<file path="src/rtl/mb_crc_link_ctrl_if.sv">
// Link bundle between the host word source / CRC register and the
// serial CRC link transmit sequencer.
interface mb_crc_link_ctrl_if #(
  parameter int DATA_W = 8
);
  logic [DATA_W-1:0] tx_data;
  logic              tx_valid;
  logic              tx_ready;
  logic              ser_out;
  logic              frame;
  logic              done;
  logic              crc_clr;
  logic              crc_en;
  logic              crc_mode;
  logic              crc_din;
  logic              crc_in;

  // Environment side: word source plus external CRC register output.
  modport master (
    output tx_data, tx_valid, crc_in,
    input  tx_ready, ser_out, frame, done, crc_clr, crc_en, crc_mode, crc_din
  );

  // Sequencer side.
  modport slave (
    input  tx_data, tx_valid, crc_in,
    output tx_ready, ser_out, frame, done, crc_clr, crc_en, crc_mode, crc_din
  );
endinterface

</file>
<file path="src/rtl/mb_crc_link_ctrl.sv">
// Transmit sequencer for the serial CRC link: accepts a word, then sends
// start bit, data MSB first, CRC field (from the external CRC register),
// and stop bit, strobing the CRC register as it goes.
module mb_crc_link_ctrl #(
  parameter int DATA_W  = 8,
  parameter int CRC_W   = 4,
  parameter int BIT_CYC = 4
) (
  input  logic             CLK,
  input  logic             CLR,
  mb_crc_link_ctrl_if.slave link
);

  localparam int CYC_W = (BIT_CYC > 1) ? $clog2(BIT_CYC) : 1;
  localparam int IDX_N = (DATA_W > CRC_W) ? DATA_W : CRC_W;
  localparam int IDX_W = (IDX_N > 1) ? $clog2(IDX_N) : 1;

  typedef enum logic [2:0] {
    IDLE,
    CLEAR,
    START,
    DATA,
    CRC,
    STOP
  } state_t;

  state_t             state;
  state_t             state_next;
  logic [CYC_W-1:0]   cyc_cnt;
  logic [IDX_W-1:0]   bit_idx;
  logic [DATA_W-1:0]  shreg;
  logic               last_cyc;
  logic               accept;

  assign last_cyc = (cyc_cnt == CYC_W'(BIT_CYC - 1));
  assign accept   = (state == IDLE) && link.tx_valid;

  // State register; reset drops straight back to IDLE so the line idles at once.
  always_ff @(posedge CLK or posedge CLR) begin
    if (CLR) state <= IDLE;
    else     state <= state_next;
  end

  // Bit-cycle counter restarts on every state entry and at the end of each bit.
  always_ff @(posedge CLK or posedge CLR) begin
    if (CLR)
      cyc_cnt <= '0;
    else if (state == IDLE || state == CLEAR || state_next != state || last_cyc)
      cyc_cnt <= '0;
    else
      cyc_cnt <= cyc_cnt + CYC_W'(1);
  end

  // Bit index walks the data field and then the CRC field, reset on each entry.
  always_ff @(posedge CLK or posedge CLR) begin
    if (CLR)
      bit_idx <= '0;
    else if (state_next != state)
      bit_idx <= '0;
    else if ((state == DATA || state == CRC) && last_cyc)
      bit_idx <= bit_idx + IDX_W'(1);
  end

  // Word is captured at accept and shifted left as each data bit completes.
  always_ff @(posedge CLK or posedge CLR) begin
    if (CLR)
      shreg <= '0;
    else if (accept)
      shreg <= link.tx_data;
    else if (state == DATA && last_cyc)
      shreg <= shreg << 1;
  end

  // Next-state and all outputs decoded from the current state and counters.
  always_comb begin
    state_next    = state;
    link.tx_ready = 1'b0;
    link.ser_out  = 1'b1;
    link.frame    = 1'b0;
    link.done     = 1'b0;
    link.crc_clr  = 1'b0;
    link.crc_en   = 1'b0;
    link.crc_mode = 1'b0;
    link.crc_din  = 1'b0;
    case (state)
      IDLE: begin
        link.tx_ready = 1'b1;
        if (link.tx_valid) state_next = CLEAR;
      end
      CLEAR: begin
        link.crc_clr = 1'b1;
        state_next   = START;
      end
      START: begin
        link.ser_out = 1'b0;
        link.frame   = 1'b1;
        if (last_cyc) state_next = DATA;
      end
      DATA: begin
        link.ser_out = shreg[DATA_W-1];
        link.crc_din = shreg[DATA_W-1];
        link.frame   = 1'b1;
        link.crc_en  = last_cyc;
        if (last_cyc && bit_idx == IDX_W'(DATA_W - 1)) state_next = CRC;
      end
      CRC: begin
        link.ser_out  = link.crc_in;
        link.crc_mode = 1'b1;
        link.frame    = 1'b1;
        link.crc_en   = last_cyc;
        if (last_cyc && bit_idx == IDX_W'(CRC_W - 1)) state_next = STOP;
      end
      STOP: begin
        link.frame = 1'b1;
        link.done  = last_cyc;
        if (last_cyc) state_next = IDLE;
      end
      default: state_next = IDLE;
    endcase
  end

endmodule

</file>
<file path="src/flat_wrapper.sv">
// flat-port wrapper written by rule: the top's interface ports become plain ports
module mb_crc_link_ctrl_flat 
#(
  parameter int DATA_W  = 8,
  parameter int CRC_W   = 4,
  parameter int BIT_CYC = 4
)
  (CLK, CLR, link_tx_data, link_tx_valid, link_crc_in, link_tx_ready, link_ser_out, link_frame, link_done, link_crc_clr, link_crc_en, link_crc_mode, link_crc_din);
  mb_crc_link_ctrl_if #(.DATA_W(DATA_W)) link_i ();
  input  logic CLK;
  input  logic CLR;
  input wire logic [$bits(link_i.tx_data)-1:0] link_tx_data;
  input wire logic [$bits(link_i.tx_valid)-1:0] link_tx_valid;
  input wire logic [$bits(link_i.crc_in)-1:0] link_crc_in;
  output wire logic [$bits(link_i.tx_ready)-1:0] link_tx_ready;
  output wire logic [$bits(link_i.ser_out)-1:0] link_ser_out;
  output wire logic [$bits(link_i.frame)-1:0] link_frame;
  output wire logic [$bits(link_i.done)-1:0] link_done;
  output wire logic [$bits(link_i.crc_clr)-1:0] link_crc_clr;
  output wire logic [$bits(link_i.crc_en)-1:0] link_crc_en;
  output wire logic [$bits(link_i.crc_mode)-1:0] link_crc_mode;
  output wire logic [$bits(link_i.crc_din)-1:0] link_crc_din;
  assign link_i.tx_data = link_tx_data;
  assign link_i.tx_valid = link_tx_valid;
  assign link_i.crc_in = link_crc_in;
  assign link_tx_ready = link_i.tx_ready;
  assign link_ser_out = link_i.ser_out;
  assign link_frame = link_i.frame;
  assign link_done = link_i.done;
  assign link_crc_clr = link_i.crc_clr;
  assign link_crc_en = link_i.crc_en;
  assign link_crc_mode = link_i.crc_mode;
  assign link_crc_din = link_i.crc_din;
  mb_crc_link_ctrl #(.DATA_W(DATA_W), .CRC_W(CRC_W), .BIT_CYC(BIT_CYC)) u_core (.CLK(CLK), .CLR(CLR), .link(link_i));
endmodule
</file>
<file path="config.mk">
export PLATFORM = sky130hd
export DESIGN_NAME = mb_crc_link_ctrl_flat
export DESIGN_NICKNAME = d
export VERILOG_FILES = /design/src/rtl/mb_crc_link_ctrl_if.sv /design/src/rtl/mb_crc_link_ctrl.sv /design/src/flat_wrapper.sv
export SDC_FILE = /design/constraint.sdc
export NUM_CORES = 1
export LEC_CHECK = 0
export BUFFER_PORTS_ARGS = -buffer_cell sky130_fd_sc_hd__buf_2
export CORE_MARGIN = 3
export CORE_UTILIZATION = 53
export DETAILED_ROUTE_END_ITERATION = 8
export PLACE_DENSITY = 0.77
export SLEW_MARGIN = 20
export SYNTH_ARGS = -nofsm -noshare
export SYNTH_HDL_FRONTEND = slang
export SYNTH_SLANG_ARGS = --single-unit
</file>
<file path="constraint.sdc">
create_clock -name CLK -period 2.4 [get_ports CLK]
set_clock_uncertainty 0.15 [all_clocks]
set_input_delay 0.24 -clock CLK [delete_from_list [all_inputs] [get_ports CLK]]
set_output_delay 0.24 -clock CLK [all_outputs]
set_load 0.005 [all_outputs]
</file>
======== Word level (Yosys, flattened, before mapping) ========
Index checks and enable logic that the tools add are counted.
cells by class
  muxes and demuxes ....................... 19
  reduce and logical (&&, ||, !) cells .... 14
  eq/ne operators ......................... 9
  $add $sub $neg .......................... 2
operator list
  operator                                                          number
  3-bit two-way mux                                                 7
  3-bit one-hot mux with 6 select lines                             1
  8-bit two-way mux                                                 2
  3-bit by 2-bit == test with 1-bit output (second input constant)  3
  3-bit == test (second input constant)                             3
  1-bit two-way mux                                                 7
  1-bit logical AND                                                 5
  1-bit logical OR                                                  4
  2-bit nonzero test                                                2
  4-bit OR reduction                                                1
  3-bit by 1-bit adder with 3-bit output (second input constant)    1
  3-bit by 1-bit == test with 1-bit output (second input constant)  1
  3-bit logical NOT                                                 1
  3-bit inequality test                                             1
  1-bit one-hot mux with 3 select lines                             1
  2-bit by 1-bit adder with 2-bit output (second input constant)    1
  2-bit == test (second input constant)                             1
  2-bit two-way mux                                                 1
  2-bit OR reduction                                                1
storage, ports and cells
  flip-flop bits (word level) ............. 16
  bits of input ports ..................... 12
  logic and storage cells ................. 48
  output and inout bits ................... 8

======== Longest topological paths before layout ========
Gate-level depths: netlist (run 1).
  depth in word-level cells ............... 8
  gate-level depth with buffers ........... 7
  depth with buffers taken out ............ 6

======== Worst setup path before layout (run 1) ========
OpenSTA, ideal clock, no wires.
  path kind ............................... register -> register
  start point ............................. register u_core.bit_idx[0]
  end point ............................... register u_core.cyc_cnt[1]
  required time ........................... 2.155 ns
  path slack .............................. 0.580 ns
  arrival time ............................ 1.575 ns
  setup time .............................. 0.095 ns
  path buffers ............................ 0
  cell stages (with the launch flop) ...... 7
  clock period less this slack ............ 1.820 ns
  cells stage by stage .................... dfrtp_1 ha_1 ha_1 and3_1 a211oi_1 o21ai_2 nor4b_2
between the ends
  longest elaborated chain between the ends .. 8
  elaborated cells between the ends (all ways) .. 11
  classes of those cells .................. 3 x eq/ne; 4 x mux; 4 x reduce/logical
RTL lines
  element                                                                           line                                              RTL
  start, declared                                                                   mb_crc_link_ctrl.sv:30                            logic [IDX_W-1:0] bit_idx;
  start signal, assigned                                                            mb_crc_link_ctrl.sv:61                            bit_idx <= bit_idx + IDX_W'(1);
  3-bit by 2-bit == test with 1-bit output / 3-bit == test (equally long branches)  mb_crc_link_ctrl.sv:111, mb_crc_link_ctrl.sv:104
  1-bit logical AND (on tied branches)                                              mb_crc_link_ctrl.sv:111, mb_crc_link_ctrl.sv:104
  3-bit two-way mux (on tied branches)                                              mb_crc_link_ctrl.sv:111, mb_crc_link_ctrl.sv:104
  3-bit one-hot mux with 6 select lines *                                           mb_crc_link_ctrl.sv:85                            case (state)
  3-bit inequality test *                                                           mb_crc_link_ctrl.sv:48                            else if (state == IDLE || state == CLEAR || state_next != state || last_cyc)
  1-bit logical OR * (2 in a row)                                                   mb_crc_link_ctrl.sv:48
  2-bit two-way mux *                                                               mb_crc_link_ctrl.sv:48
  end signal, assigned                                                              mb_crc_link_ctrl.sv:51                            cyc_cnt <= cyc_cnt + CYC_W'(1);
  end, declared                                                                     mb_crc_link_ctrl.sv:29                            logic [CYC_W-1:0] cyc_cnt;
Mark *: on every way between the ends. The rest lies on a longest branch, timed or not.
A chain may end at the register's enable or synchronous reset.

======== Final worst setup path (run 1) ========
  start point ............................. register u_core.state[0]
  end point ............................... output port link_crc_en
between the ends
  longest elaborated chain between the ends .. 3
  elaborated cells between the ends (all ways) .. 4
  classes of those cells .................. 2 x eq/ne; 1 x mux; 1 x reduce/logical
RTL lines
  element                                                                           line                    RTL
  start, declared                                                                   mb_crc_link_ctrl.sv:27  state_t state;
  start signal, assigned                                                            mb_crc_link_ctrl.sv:41  else state <= state_next;
  3-bit == test / 3-bit by 2-bit == test with 1-bit output (equally long branches)  mb_crc_link_ctrl.sv:85
  2-bit OR reduction (no source line) *                                             n/a
  1-bit two-way mux *                                                               mb_crc_link_ctrl.sv:85
  end, declared                                                                     flat_wrapper.sv:20      output wire logic [$bits(link_i.crc_en)-1:0] link_crc_en;
Marked as above.

==> flow_summary.toml, run 1 <==
[floorplanning]
start_util = 0.567
die_x_um = 49.5
die_height_um = 49.5
io_pins = 20
dieArea_um2 = 2450
coreArea_um2 = 1760
rows = 15

[yosys]
ys_seq_elements = 16
synth_common_cells = "dfrtp_1 (16), nor2_1 (14), a21oi_1 (9), mux2i_1 (7)"
synth_nets = 122
synthArstFlopShare = 1.00
synth_mux_area_frac = 0.0700
yosys.area_share.xor_xnor = 0.00875
ys_top_cells_by_area = "dfrtp_1 (40%), ha_1 (7.5%), mux2i_1 (7.0%)"
synth_fa_ha_area_frac = 0.0863
yosysMostFrequentCell = "dfrtp_1"
synth_compound_area_frac = 0.153
syn_area_per_cell_um2 = 9.62
synth_area_leader_cell = "dfrtp_1"
synthDistinctLibCells = 38
synth_edf_count = 0
ys_warn_count = 0
synthCells = 104
syn-cell-area_um2 = 1000
seq_area_frac_synth = 0.400
synth-simple-area-share = 0.211
synth_top_family_by_area = "simple AND/OR/NAND/NOR gates"
ys.flop_type = "dfrtp_1"
netlist.area_leader.share = 0.400

[timing]
finalCritPeriodShare = 0.876
max_freq_mhz = 476
setup_viol = 0
tns_ns = 0
finalMaxSlewViolations = 0
hold_violations = 0
final_period_minus_worst_setup_slack_ns = 2.10
tightestPinTransition_ns = 0.601
rsz0062_at_grt = "no"
max_slew_margin = 0.599

[power]
p_switching_w = 0.0000966
power_density_nw_per_um2 = 402
vdd_ir_drop_max_v = 0.000362
switching_share = 0.206
power_frac_seq = 0.576
combPwrFrac = 0.041
pwr-share-clk = 0.383
power_w = 0.000468
p_leak_nw = 0.559
p_int_w = 0.000371

[clocking]
clock_sinks = 16
cts.root.buffer_cell = "clkbuf_4"
cts_tree = "done"
cts.path.max_buffers = 2
numCtsBuffers = 3
cts_max_level = 1
path_clk_slew_ns = 0.09
clk_latency_ns = 0.29

[worst_setup_path]
crit_family = "flip-flops"
start_kind = "flop"
cp_slowest_cell = "dfrtp_1"
arrival_ns = 1.71
critical-path-max-stage-delay_ns = 0.57
crit_buf_inv = 2
critPathKind = "reg2out"
crit_chain = "and3b_1, o21ai_1, inv_1, buf_2"
cp.required_ns = 2.01
worstSetupEndpointType = "primary output"
crit_fanout = 17

[final_layout]
instances_no_fill = 150
area_growth_syn_to_layout_pct = 16.4
drive_above_1_share = 0.280
final_nets = 144
antenna_cells = 0

[global_routing]
grtUsageTotal = 0.162
antenna_found_initial = 0
grt_pass1_wl_mm = 3.18
overflow = 0
grt_pass1_vias = 760
grt_max_degree = 18

[min_path]
holdCritPathClass = "in2reg"

[detailed_routing]
routed_via_density = 5.43
vias = 815
first_iter_violations = 13
ant_nets = 0
wl_per_cell_um = 12.3
drcViolationCount = 0
drt_pass1_iterations = 4
wl_mm = 1.84

[place]
dp.cells = 145
dp_hpwl_mm = 1.38
routabilityCongestion = 0.828
port_buffers = 19

[run_status]
status = "complete, no violations"

[run]
drv_cap = 0
state kept, by name, summed over array words and instances, names as in the netlist:
name            cells
u_core.bit_idx      3
u_core.cyc_cnt      2
u_core.shreg        8
u_core.state        3
power groups by stage:
stage               Combinational, W  Sequential [W]  Clock, W
finish                     0.0000191        0.000269  0.000179
global route               0.0000217        0.000269  0.000193
CTS                        0.0000198        0.000269  0.000185
detailed placement         0.0000185        0.000275         0
global placement           0.0000178        0.000275         0
floorplan                 0.00000693        0.000275         0
metrics by stage:
stage | hold slack [ns] | instance area (um^2) | util | setup slack (ns)
2_1_floorplan | 0.00374 | 1000 | - | 0.580
3_3_place_gp | 0.176 | 1120 | 0.634 | 0.541
3_5_place_dp | 0.190 | 1120 | 0.634 | 0.449
4_1_cts | 0.00431 | 1160 | 0.660 | 0.311
5_1_grt | 0.00231 | 1160 | 0.660 | 0.203
6_report | 0.0101 | 1160 | 0.660 | 0.297
logic make-up after synthesis:
logic type,count (synthesis)
AO/OA/AOI/OAI,21
XOR/XNOR,1
adder cells (fa/ha/maj),7
buffers and inverters,14
flip-flops,16
multiplexers,7
AND/OR/NAND/NOR,38
final cells by class:
cell class / instances / area, um^2
inverters: 7 / 26.3
clock buffers: 4 / 36.3
flip-flops and latches: 16 / 400
repair buffers: 24 / 135
multi-input cells: 74 / 536
fillers: 165 / 599
well taps: 25 / 31.3
placed cells by master (no fill, tap or decap), types with 2 or more instances in the layout:
| cell type | count |
|---|---|
| dfrtp_1 | 16 |
| nor4b_2 | 2 |
| and3_1 | 3 |
| buf_2 | 19 |
| nor4_1 | 2 |
| nand2_1 | 6 |
| mux2i_1 | 7 |
| a211o_1 | 2 |
| ha_1 | 6 |
| a21oi_1 | 9 |
| clkbuf_4 | 3 |
| inv_1 | 6 |
| nand2b_1 | 2 |
| buf_4 | 4 |
| a211oi_1 | 2 |
| nor2_1 | 14 |
worst min-delay path, cell delays in order:
cell	delay, ns
buf_2	0.07
nand2_1	0.03
o21ai_0	0.06
per-layer routing:
layer,up-vias,global-route usage,part of all wire
met5,-,0,0
li1,407,-,-
met4,0,0.0553,0.0033
met2,20,0.246,0.48
met3,2,0.0211,0.044
met1,386,0.238,0.47
path summary, 6_finish.rpt:
path	cells past startpoint	slack (ns)	startpoint	endpoint
worst max-delay path	4	0.30	u_core.state[0]	link_crc_en
worst min-delay path	3	0.01	link_tx_data[0]	u_core.shreg[0]
worst max register to register	6	0.44	u_core.bit_idx[0]	u_core.cyc_cnt[1]
worst min register to register	1	0.33	u_core.cyc_cnt[0]	u_core.cyc_cnt[0]
max in group asynchronous	3	1.30	CLR	u_core.state[1]
min in group asynchronous	3	0.41	CLR	u_core.bit_idx[2]
repair_timing:
item | in CTS | in global routing
buffers inserted | 0 | 0
hold buffers | 1 | 0
resized for setup | 0 | 0
hold endpoints to repair | 16 | 0
Power figures use the tool's default switching activity.
==> run 2, diff against run 1 <==
- BUFFER_PORTS_ARGS: -buffer_cell sky130_fd_sc_hd__buf_2 -> -buffer_cell sky130_fd_sc_hd__clkbuf_2
- CELL_PAD_IN_SITES_DETAIL_PLACEMENT: unset -> 2
- CELL_PAD_IN_SITES_GLOBAL_PLACEMENT: unset -> 2
- CORE_UTILIZATION: 53 -> 33
- PLACE_DENSITY: 0.77 -> unset
- PLACE_DENSITY_LB_ADDON: unset -> 0.1
==> run 2 against run 1 <==
  * Via count rose by 4.0%
  * Sequential power barely moved
  * Worst setup slack got worse by 0.044 ns
  * Utilization fell by 25 points
  * Critical endpoint unchanged
==> flow_summary.toml, run 2 (same netlist as run 1, synthesis figures left out) <==
[global_routing]
antenna_found_initial = 0
grt_max_degree = 18
grt_pass1_wl_mm = 4.06
grtUsageTotal = 0.152
overflow = 0
grt_pass1_vias = 869

[worst_setup_path]
crit_chain = "and3b_1, o21ai_1, inv_1, clkbuf_2"
critical-path-max-stage-delay_ns = 0.59
cp.required_ns = 2.01
arrival_ns = 1.76
crit_fanout = 17
cp_slowest_cell = "dfrtp_1"
worstSetupEndpointType = "primary output"
crit_buf_inv = 2
start_kind = "flop"
crit_family = "flip-flops"
critPathKind = "reg2out"

[final_layout]
final_util = 0.410
final_design_area_no_fill_um2 = 1160
largest_reg_flops = 8
top_regs = "u_core.shreg x8, u_core.bit_idx x3, u_core.state x3"
final_common_cell = "clkbuf_2"
area_growth_syn_to_layout_pct = 16.0
regMostFlops = "u_core.shreg"
layout_common_cells = "clkbuf_2 (19), dfrtp_1 (16), nor2_1 (14)"
final_nets = 144
antenna_cells = 0
drive_above_1_share = 0.266

[power]
switching_share = 0.216
p_switching_w = 0.0000933
vdd_ir_drop_max_v = 0.000285
combPwrFrac = 0.048
power_frac_seq = 0.624
power_w = 0.000432
pwr-share-clk = 0.328
power_density_nw_per_um2 = 372
p_int_w = 0.000338
p_leak_nw = 0.551

[run_status]
status = "complete, no violations"

[timing]
hold_violations = 0
final_period_minus_worst_setup_slack_ns = 2.15
rsz0062_at_grt = "no"
max_slew_margin = 0.582
tightestPinTransition_ns = 0.627
max_freq_mhz = 466
finalCritPeriodShare = 0.895
setup_viol = 0
tns_ns = 0
finalMaxSlewViolations = 0

[clocking]
cts_resized = 0
cts.path.max_buffers = 2
clk_latency_ns = 0.28
numCtsBuffers = 3
path_clk_slew_ns = 0.09
cts.root.buffer_cell = "clkbuf_4"
cts_tree = "done"
cts_max_level = 1
post-cts-setup-buffers = 0
clock_sinks = 16

[detailed_routing]
ant_nets = 0
first_iter_violations = 14
routed_via_density = 5.47
drt_pass1_iterations = 2
wl_per_cell_um = 15.8
drcViolationCount = 0
wl_mm = 2.45
vias = 848

[floorplanning]
coreArea_um2 = 2830
start_util = 0.354
rows = 19
dieArea_um2 = 3730
die_x_um = 61.1
die_height_um = 61.1
io_pins = 20

[place]
port_buffers = 19
place_area_um2 = 1120
routabilityCongestion = 0.719
dp_hpwl_mm = 1.88

[min_path]
holdCritPathClass = "in2reg"

[run]
drv_cap = 0
run 2: cell count changes in the layout (fill, tap and decap cells not counted):
| cell | delta |
|---|---|
| buf_2 | -19 |
| buf_4 | -1 |
| clkbuf_2 | +19 |
| clkbuf_8 | -1 |
| dlygate4sd3_1 | +1 |
run 2: final timing paths:
| check | startpoint | end | slack, ns | cells past startpoint |
|---|---|---|---|---|
| max | u_core.state[0] | link_crc_en | 0.25 | 4 |
| min | link_tx_data[1] | u_core.shreg[1] | 0.11 | 3 |
| max reg2reg | u_core.bit_idx[0] | u_core.bit_idx[2] | 0.40 | 6 |
| min reg2reg | u_core.cyc_cnt[0] | u_core.cyc_cnt[0] | 0.29 | 1 |
| max in group asynchronous | CLR | u_core.state[1] | 1.29 | 3 |
| min in group asynchronous | CLR | u_core.bit_idx[2] | 0.40 | 3 |
run 2: layout make-up:
class                      instances  area, um^2
multi-input combinational         74         536
tap                               31        38.8
clock buffer                       3        22.5
timing repair buffer              24         138
inverter                           7        26.3
fill                             333        1670
sequential                        16         400
run 2: what timing repair did:
item,4_1_cts,5_1_grt
hold buffers,2,0
hold endpoints to repair,17,0
setup endpoints to repair,0,0
run 2: worst register-to-register path, stage by stage (launching register included):
cell,delay (ns)
dfrtp_1,0.42
ha_1,0.23
ha_1,0.22
and3_1,0.20
a311oi_2,0.26
o21ai_2,0.15
a211oi_1,0.26
run 2: power groups by stage:
stage,clock network [W],registers (W),logic (W)
after detailed placement,0,0.000275,0.0000191
after floorplan,0,0.000275,0.00000693
after global routing,0.000166,0.000269,0.0000237
final,0.000142,0.000269,0.0000207
after CTS,0.000153,0.000269,0.0000217
after global placement,0,0.000275,0.0000185
run 2: metrics by stage:
step	hold slack (ns)	setup WS, ns	std cells
after floorplan	0.00374	0.580	104
after CTS	0.101	0.214	155
after detailed placement	0.194	0.425	150
after global routing	0.0951	0.0719	155
final	0.109	0.253	155
after global placement	0.190	0.518	150
run 2: metal layers:
metal	track usage	share of wire	vias to the layer above
li1	-	-	408
met1	0.186	0.45	424
met2	0.249	0.50	14
met3	0.0419	0.037	2
met4	0.0650	0.0069	0
met5	0	0	-
